## src/rtl/mem_arbiter_if.sv

```systemverilog
// Bundle of requester-side and memory-side signals for the two-port memory arbiter.
// The slave modport is the arbiter's view; master is the surrounding environment's view.
interface mem_arbiter_if #(
  parameter int DATA_W = 32,
  parameter int ADDR_W = 32
);
  logic              p0_req;
  logic              p1_req;
  logic              p0_wr;
  logic              p1_wr;
  logic [ADDR_W-1:0] p0_addr;
  logic [ADDR_W-1:0] p1_addr;
  logic [DATA_W-1:0] p0_wdata;
  logic [DATA_W-1:0] p1_wdata;
  logic              p0_gnt;
  logic              p1_gnt;
  logic              p0_rvalid;
  logic              p1_rvalid;
  logic [DATA_W-1:0] p0_rdata;
  logic [DATA_W-1:0] p1_rdata;
  logic              MemRd;
  logic              MemWr;
  logic [ADDR_W-1:0] Address;
  logic [DATA_W-1:0] WrData;
  logic [DATA_W-1:0] RdData;

  modport slave (
    input  p0_req, p1_req, p0_wr, p1_wr, p0_addr, p1_addr, p0_wdata, p1_wdata, RdData,
    output p0_gnt, p1_gnt, p0_rvalid, p1_rvalid, p0_rdata, p1_rdata,
           MemRd, MemWr, Address, WrData
  );

  modport master (
    output p0_req, p1_req, p0_wr, p1_wr, p0_addr, p1_addr, p0_wdata, p1_wdata, RdData,
    input  p0_gnt, p1_gnt, p0_rvalid, p1_rvalid, p0_rdata, p1_rdata,
           MemRd, MemWr, Address, WrData
  );
endinterface

```

## src/rtl/mem_arbiter.sv

```systemverilog
// Two-port memory arbiter: port 0 has priority, port 1 is forced after STARVE_MAX
// consecutive contested losses. Reads return one cycle after grant, routed by rd_id.
module mem_arbiter #(
  parameter int DATA_W     = 32,
  parameter int ADDR_W     = 32,
  parameter int STARVE_MAX = 4
) (
  input  logic          clk,
  input  logic          rst,
  mem_arbiter_if.slave  bus
);

  localparam logic [3:0] CNT_MAX = 4'(STARVE_MAX);

  logic [3:0]        starve_cnt_q, starve_cnt_d;
  logic              rd_pend_q, rd_pend_d;
  logic              rd_id_q, rd_id_d;
  logic              gnt0, gnt1, contested, rd_gnt, wr_gnt;
  logic [ADDR_W-1:0] addr_sel;
  logic [DATA_W-1:0] wdata_sel;

  always_comb begin
    contested = bus.p0_req & bus.p1_req;
    // Grants are masked by rst so every strobe is quiet while reset is held.
    gnt0      = ~rst & bus.p0_req & ~(bus.p1_req & (starve_cnt_q == CNT_MAX));
    gnt1      = ~rst & bus.p1_req & ~gnt0;
    rd_gnt    = (gnt0 & ~bus.p0_wr) | (gnt1 & ~bus.p1_wr);
    wr_gnt    = (gnt0 &  bus.p0_wr) | (gnt1 &  bus.p1_wr);
    addr_sel  = '0;
    wdata_sel = '0;
    if (gnt0) begin
      addr_sel  = bus.p0_addr;
      wdata_sel = bus.p0_wdata;
    end else if (gnt1) begin
      addr_sel  = bus.p1_addr;
      wdata_sel = bus.p1_wdata;
    end

    starve_cnt_d = starve_cnt_q;
    if (gnt1)
      starve_cnt_d = '0;
    else if (gnt0 && contested)
      starve_cnt_d = starve_cnt_q + 4'd1;

    rd_pend_d = rd_gnt;
    rd_id_d   = rd_gnt ? gnt1 : rd_id_q;
  end

  always_ff @(posedge clk or posedge rst) begin
    if (rst) begin
      starve_cnt_q <= '0;
      rd_pend_q    <= 1'b0;
      rd_id_q      <= 1'b0;
    end else begin
      starve_cnt_q <= starve_cnt_d;
      rd_pend_q    <= rd_pend_d;
      rd_id_q      <= rd_id_d;
    end
  end

  assign bus.p0_gnt  = gnt0;
  assign bus.p1_gnt  = gnt1;
  assign bus.MemRd   = rd_gnt;
  assign bus.MemWr   = wr_gnt;
  assign bus.Address = addr_sel;
  assign bus.WrData  = wdata_sel;

  // Read return: memory data is steered to the port captured at grant time.
  assign bus.p0_rvalid = rd_pend_q & ~rd_id_q;
  assign bus.p1_rvalid = rd_pend_q &  rd_id_q;
  assign bus.p0_rdata  = bus.p0_rvalid ? bus.RdData : '0;
  assign bus.p1_rdata  = bus.p1_rvalid ? bus.RdData : '0;

endmodule
```

## src/flat_wrapper.sv

```systemverilog
// flat-port wrapper written by rule: the top's interface ports become plain ports
module mem_arbiter_flat 
#(
  parameter int DATA_W     = 32,
  parameter int ADDR_W     = 32,
  parameter int STARVE_MAX = 4
)
  (clk, rst, bus_p0_req, bus_p1_req, bus_p0_wr, bus_p1_wr, bus_p0_addr, bus_p1_addr, bus_p0_wdata, bus_p1_wdata, bus_RdData, bus_p0_gnt, bus_p1_gnt, bus_p0_rvalid, bus_p1_rvalid, bus_p0_rdata, bus_p1_rdata, bus_MemRd, bus_MemWr, bus_Address, bus_WrData);
  mem_arbiter_if #(.DATA_W(DATA_W), .ADDR_W(ADDR_W)) bus_i ();
  input  logic clk;
  input  logic rst;
  input wire logic [$bits(bus_i.p0_req)-1:0] bus_p0_req;
  input wire logic [$bits(bus_i.p1_req)-1:0] bus_p1_req;
  input wire logic [$bits(bus_i.p0_wr)-1:0] bus_p0_wr;
  input wire logic [$bits(bus_i.p1_wr)-1:0] bus_p1_wr;
  input wire logic [$bits(bus_i.p0_addr)-1:0] bus_p0_addr;
  input wire logic [$bits(bus_i.p1_addr)-1:0] bus_p1_addr;
  input wire logic [$bits(bus_i.p0_wdata)-1:0] bus_p0_wdata;
  input wire logic [$bits(bus_i.p1_wdata)-1:0] bus_p1_wdata;
  input wire logic [$bits(bus_i.RdData)-1:0] bus_RdData;
  output wire logic [$bits(bus_i.p0_gnt)-1:0] bus_p0_gnt;
  output wire logic [$bits(bus_i.p1_gnt)-1:0] bus_p1_gnt;
  output wire logic [$bits(bus_i.p0_rvalid)-1:0] bus_p0_rvalid;
  output wire logic [$bits(bus_i.p1_rvalid)-1:0] bus_p1_rvalid;
  output wire logic [$bits(bus_i.p0_rdata)-1:0] bus_p0_rdata;
  output wire logic [$bits(bus_i.p1_rdata)-1:0] bus_p1_rdata;
  output wire logic [$bits(bus_i.MemRd)-1:0] bus_MemRd;
  output wire logic [$bits(bus_i.MemWr)-1:0] bus_MemWr;
  output wire logic [$bits(bus_i.Address)-1:0] bus_Address;
  output wire logic [$bits(bus_i.WrData)-1:0] bus_WrData;
  assign bus_i.p0_req = bus_p0_req;
  assign bus_i.p1_req = bus_p1_req;
  assign bus_i.p0_wr = bus_p0_wr;
  assign bus_i.p1_wr = bus_p1_wr;
  assign bus_i.p0_addr = bus_p0_addr;
  assign bus_i.p1_addr = bus_p1_addr;
  assign bus_i.p0_wdata = bus_p0_wdata;
  assign bus_i.p1_wdata = bus_p1_wdata;
  assign bus_i.RdData = bus_RdData;
  assign bus_p0_gnt = bus_i.p0_gnt;
  assign bus_p1_gnt = bus_i.p1_gnt;
  assign bus_p0_rvalid = bus_i.p0_rvalid;
  assign bus_p1_rvalid = bus_i.p1_rvalid;
  assign bus_p0_rdata = bus_i.p0_rdata;
  assign bus_p1_rdata = bus_i.p1_rdata;
  assign bus_MemRd = bus_i.MemRd;
  assign bus_MemWr = bus_i.MemWr;
  assign bus_Address = bus_i.Address;
  assign bus_WrData = bus_i.WrData;
  mem_arbiter #(.DATA_W(DATA_W), .ADDR_W(ADDR_W), .STARVE_MAX(STARVE_MAX)) u_core (.clk(clk), .rst(rst), .bus(bus_i));
endmodule
```

## config.mk

```make
export PLATFORM = sky130hd
export DESIGN_NAME = mem_arbiter_flat
export DESIGN_NICKNAME = d
export VERILOG_FILES = /design/src/rtl/mem_arbiter_if.sv /design/src/rtl/mem_arbiter.sv /design/src/flat_wrapper.sv
export SDC_FILE = /design/constraint.sdc
export NUM_CORES = 1
export LEC_CHECK = 0
export CAP_MARGIN = 10
export CELL_PAD_IN_SITES_DETAIL_PLACEMENT = 1
export CELL_PAD_IN_SITES_GLOBAL_PLACEMENT = 2
export CORE_AREA = 2 2 124 126
export CTS_BUF_LIST = sky130_fd_sc_hd__clkbuf_4 sky130_fd_sc_hd__clkbuf_8 sky130_fd_sc_hd__clkbuf_16
export DETAILED_ROUTE_END_ITERATION = 6
export DIE_AREA = 0 0 126 128
export PLACE_DENSITY = 0.95
export SLEW_MARGIN = 20
export SYNTH_ARGS = -nofsm -noshare
export SYNTH_HDL_FRONTEND = slang
export SYNTH_SLANG_ARGS = --single-unit
```

## constraint.sdc

```tcl
create_clock -name clk -period 2.1 [get_ports clk]
set_input_delay 0.63 -clock clk [delete_from_list [all_inputs] [get_ports clk]]
set_output_delay 0.63 -clock clk [all_outputs]
set_load 0.03 [all_outputs]
```

==> summary.md <==
| Metric | Value |
|---|---|
| Fillers | 1665 |
| Fin. max-slew vios | 0 |
| Pint | 0.00127 W |
| Number of synthesized flops with an enable pin | 0 |
| First-pass GRT wire length | 17700 um |
| Syn. warnings | 0 |
| Global placer's final weighted congestion | 0.819 |
| Simple-Gate Fraction of Synth Area | 0.328 |
| Root buffer cell | clkbuf_16 |
| Failing checks | negative setup slack |
| Max-cap violations | 0 |
| Critical path endpoint category | output pin |
| Unrepaired setup endpoints after global routing | true |
| Grt ovf | 0 |
| Die H | 128 um |
| Clock Pin Slew Worst Setup and Hold Paths | 0.03 ns |
| Vias post-DR | 2865 |
| Crit start category | flip-flop |
| Number of buffers inserted by hold repair at cts | 0 |
| Die ar. | 16100 sq um |
| Clock Sinks | 6 |
| Clock share of power | 0.149 |
| Fin Setup TNS | -22.50 ns |
| Largest family of logic cells by synthesized area | compound AO/OA/AOI/OAI gates |
| Compound-cell area share of the yosys netlist | 0.429 |
| Latest clock arrival within the worst-skew pair | 0.23 ns |
| Die width | 126 um |
| Row cnt | 45 |
| Total wire length | 12200 um |
| Final #Nets | 670 |
| Sw frac | 0.400 |
| CTS tree | yes |
| Num CTS Buffers | 3 |
| Post-synthesis mux area share | 0.0139 |
| WL/cell | 17.7 um |
| Power Dens Cells | 384 nW/um^2 |
| Syn avg cell area | 7.67 sq um |
| Pre-CTS setup slack | -0.777 ns |
| Skew final | 0.00249 ns |
| Critical Path RT | 1.47 ns |
| Initial Util | 0.0971 |
| Tcrit/Tclk final | 1.18 |
| CP Data Arrival Time | 1.84 ns |
| Antenna cells | 0 |
| Yosys cell types | 23 |
| GRT Total Usage | 0.137 |
| Area grow syn2layout | 283% |
| Critical path type | flip-flop to output pin |
| Worst vdd ir | 0.000184 V |
| Hold Vio Cnt, Final | 0 |
| Static leakage | 2.67 nW |
| Clock Path Buffers | 2 |
| Comb pwr share | 0.776 |
| Flop pwr share | 0.075 |
| NetSw | 0.000849 W |
| Synth Cell Area | 1440 sq um |
| DP Wirelength | 9830 um |
| Slew of the pin with the lowest slew margin | 0.297 ns |
| Final worst slack | -0.369 ns |
| Gate count of the mapped netlist | 188 |
| Initial antenna violation count | 0 |
| R2R Setup Slk | 0.38 ns |
| Synth Area in Adders | 0.0173 |
| Ys flop type | dfrtp_1 |
| Relative slew slack | 0.802 |
| Net Count, Synth | 356 |
| Sequential-to-total area share from yosys stat | 0.104 |
| I/O pins | 300 |
| Design Power | 0.00212 W |
| Final setup violation count | 68 |
| Post-DR vias/cell | 4.16 |
| Max Clk Rate | 405 MHz |
| PortBufs | 299 |
| Post-synthesis xor/xnor area fraction | 0 |
| Synthesized flop and latch total | 6 |
| Status | complete, but fails checks |
| Share of cells above drive strength 1 | 0.486 |
| Area of the core | 14900 sq um |
| Post-route minimum period | 2.47 ns |
| Residual DRC | 0 |
| Post-DRT Antenna Nets | 0 |
| DRT Pass-1 Iters | 4 |
| Htree depth | 1 |
| Hold WC Path Type | input port to asynchronous set/reset pin |
| CP max FO | 15 |
| Pin count of the biggest net entering global routing | 35 |
| Detailed Route Iter0 Violations | 45 |
| Vias in the first global route | 3150 |
| Post-synth ARST share | 1.00 |
[power by group through the flow]
| stage | Combinational, W | Sequential [W] | Clock (W) |
|---|---|---|---|
| detailed placement | 0.00149 | 0.000157 | 0 |
| floorplan | 0.000737 | 0.000165 | 0 |
| global placement | 0.00146 | 0.000156 | 0 |
| global route | 0.00173 | 0.000163 | 0.000326 |
| CTS | 0.00161 | 0.000157 | 0.000322 |
| finish | 0.00165 | 0.000160 | 0.000316 |
[cells in the mapped netlist (2+ instances only)]
cell type	n	area, sq um
and2_1	33	206
inv_2	2	7.51
clkbuf_1	11	41.3
and3_1	32	200
dfrtp_1	6	150
nand2_1	4	15.0
inv_1	4	15.0
o21ai_0	3	15.0
buf_2	4	20.0
nand3_1	2	10.0
buf_6	3	33.8
nor2b_1	2	12.5
a22o_1	66	578
ha_1	2	25.0
mux2i_1	2	20.0
buf_4	5	37.5
[placed cells by master, fill, tap and decap left out, drive strengths merged]
| cell | n |
|---|---|
| buf | 168 |
| clkdlybuf4s50 | 158 |
| a22o | 66 |
| and2 | 33 |
| and3 | 32 |
| dfrtp | 6 |
| nand2 | 4 |
| clkbuf | 4 |
| dlymetal6s2s | 4 |
| inv | 4 |
| o21ai | 3 |
| mux2i | 2 |
| nor2b | 2 |
| nand3 | 2 |
| ha | 2 |
| clkinvlp | 1 |
| nand4b | 1 |
| nand2b | 1 |
| a32o | 1 |
| nand3b | 1 |
| a21o | 1 |
| clkinv | 1 |
| nand4 | 1 |
| o2bb2ai | 1 |
| clkdlybuf4s15 | 1 |
[layout make-up]
| type | instances | area, sq um | share of cell area |
|---|---|---|---|
| repair buffers | 332 | 3410 | 0.617 |
| multi-input cells | 153 | 1620 | 0.293 |
| well taps | 188 | 235 | 0.0426 |
| flip-flops and latches | 6 | 150 | 0.0272 |
| clock buffers | 3 | 75.1 | 0.0136 |
| inverters | 6 | 36.3 | 0.00657 |
[critical path, stage by stage, from the launching register on]
cell	delay, ns
dfrtp_1	0.38
inv_2	0.06
ha_4	0.15
nand3b_1	0.07
a21o_1	0.20
clkinv_4	0.16
buf_16	0.20
a22o_4	0.23
buf_12	0.14
[kinds of logic after synthesis]
family	after synthesis
compound gates	72
mux	2
fa+ha+maj	2
simple gates	77
buf+inv	29
flops	6
[flip-flops by register name (all words and copies together) (netlist names)]
name,count
u_core.starve_cnt_q,4
u_core.rd_pend_q,1
u_core.rd_id_q,1
[metrics by stage]
step	util	instances	hold WS [ns]	cell area, sq um
final	0.371	688	0.412	5520
after floorplan	-	188	0.406	1890
after global placement	0.334	676	0.595	4960
after global routing	0.371	688	0.424	5520
after detailed placement	0.334	676	0.612	4960
after CTS	0.362	685	0.413	5380
[final timing paths]
kind,startpoint,endpoint,cells past startpoint
setup / recovery,u_core.starve_cnt_q[1],bus_Address[1],8
hold / removal,rst,u_core.starve_cnt_q[2],3
setup reg to reg,u_core.starve_cnt_q[1],u_core.rd_id_q,9
hold reg to reg,u_core.starve_cnt_q[3],u_core.starve_cnt_q[3],3
max in group asynchronous,rst,u_core.rd_pend_q,3
min in group clk,u_core.starve_cnt_q[3],u_core.starve_cnt_q[3],3
[layer usage]
| layer | global-route usage | up-vias | wire length [um] |
|---|---|---|---|
| met4 | 0.0175 | 0 | 40 |
| met5 | 0 | - | 0 |
| met2 | 0.280 | 169 | 7060 |
| met3 | 0.0405 | 5 | 1020 |
| met1 | 0.139 | 1344 | 4060 |
| li1 | - | 1347 | - |
[timing repair]
item,CTS,global route
setup endpoints to repair,69,76
pin swaps,4,1
setup buffers,6,3
cloned,2,1
gates resized for setup,81,26
Power figures use the tool's default switching activity.
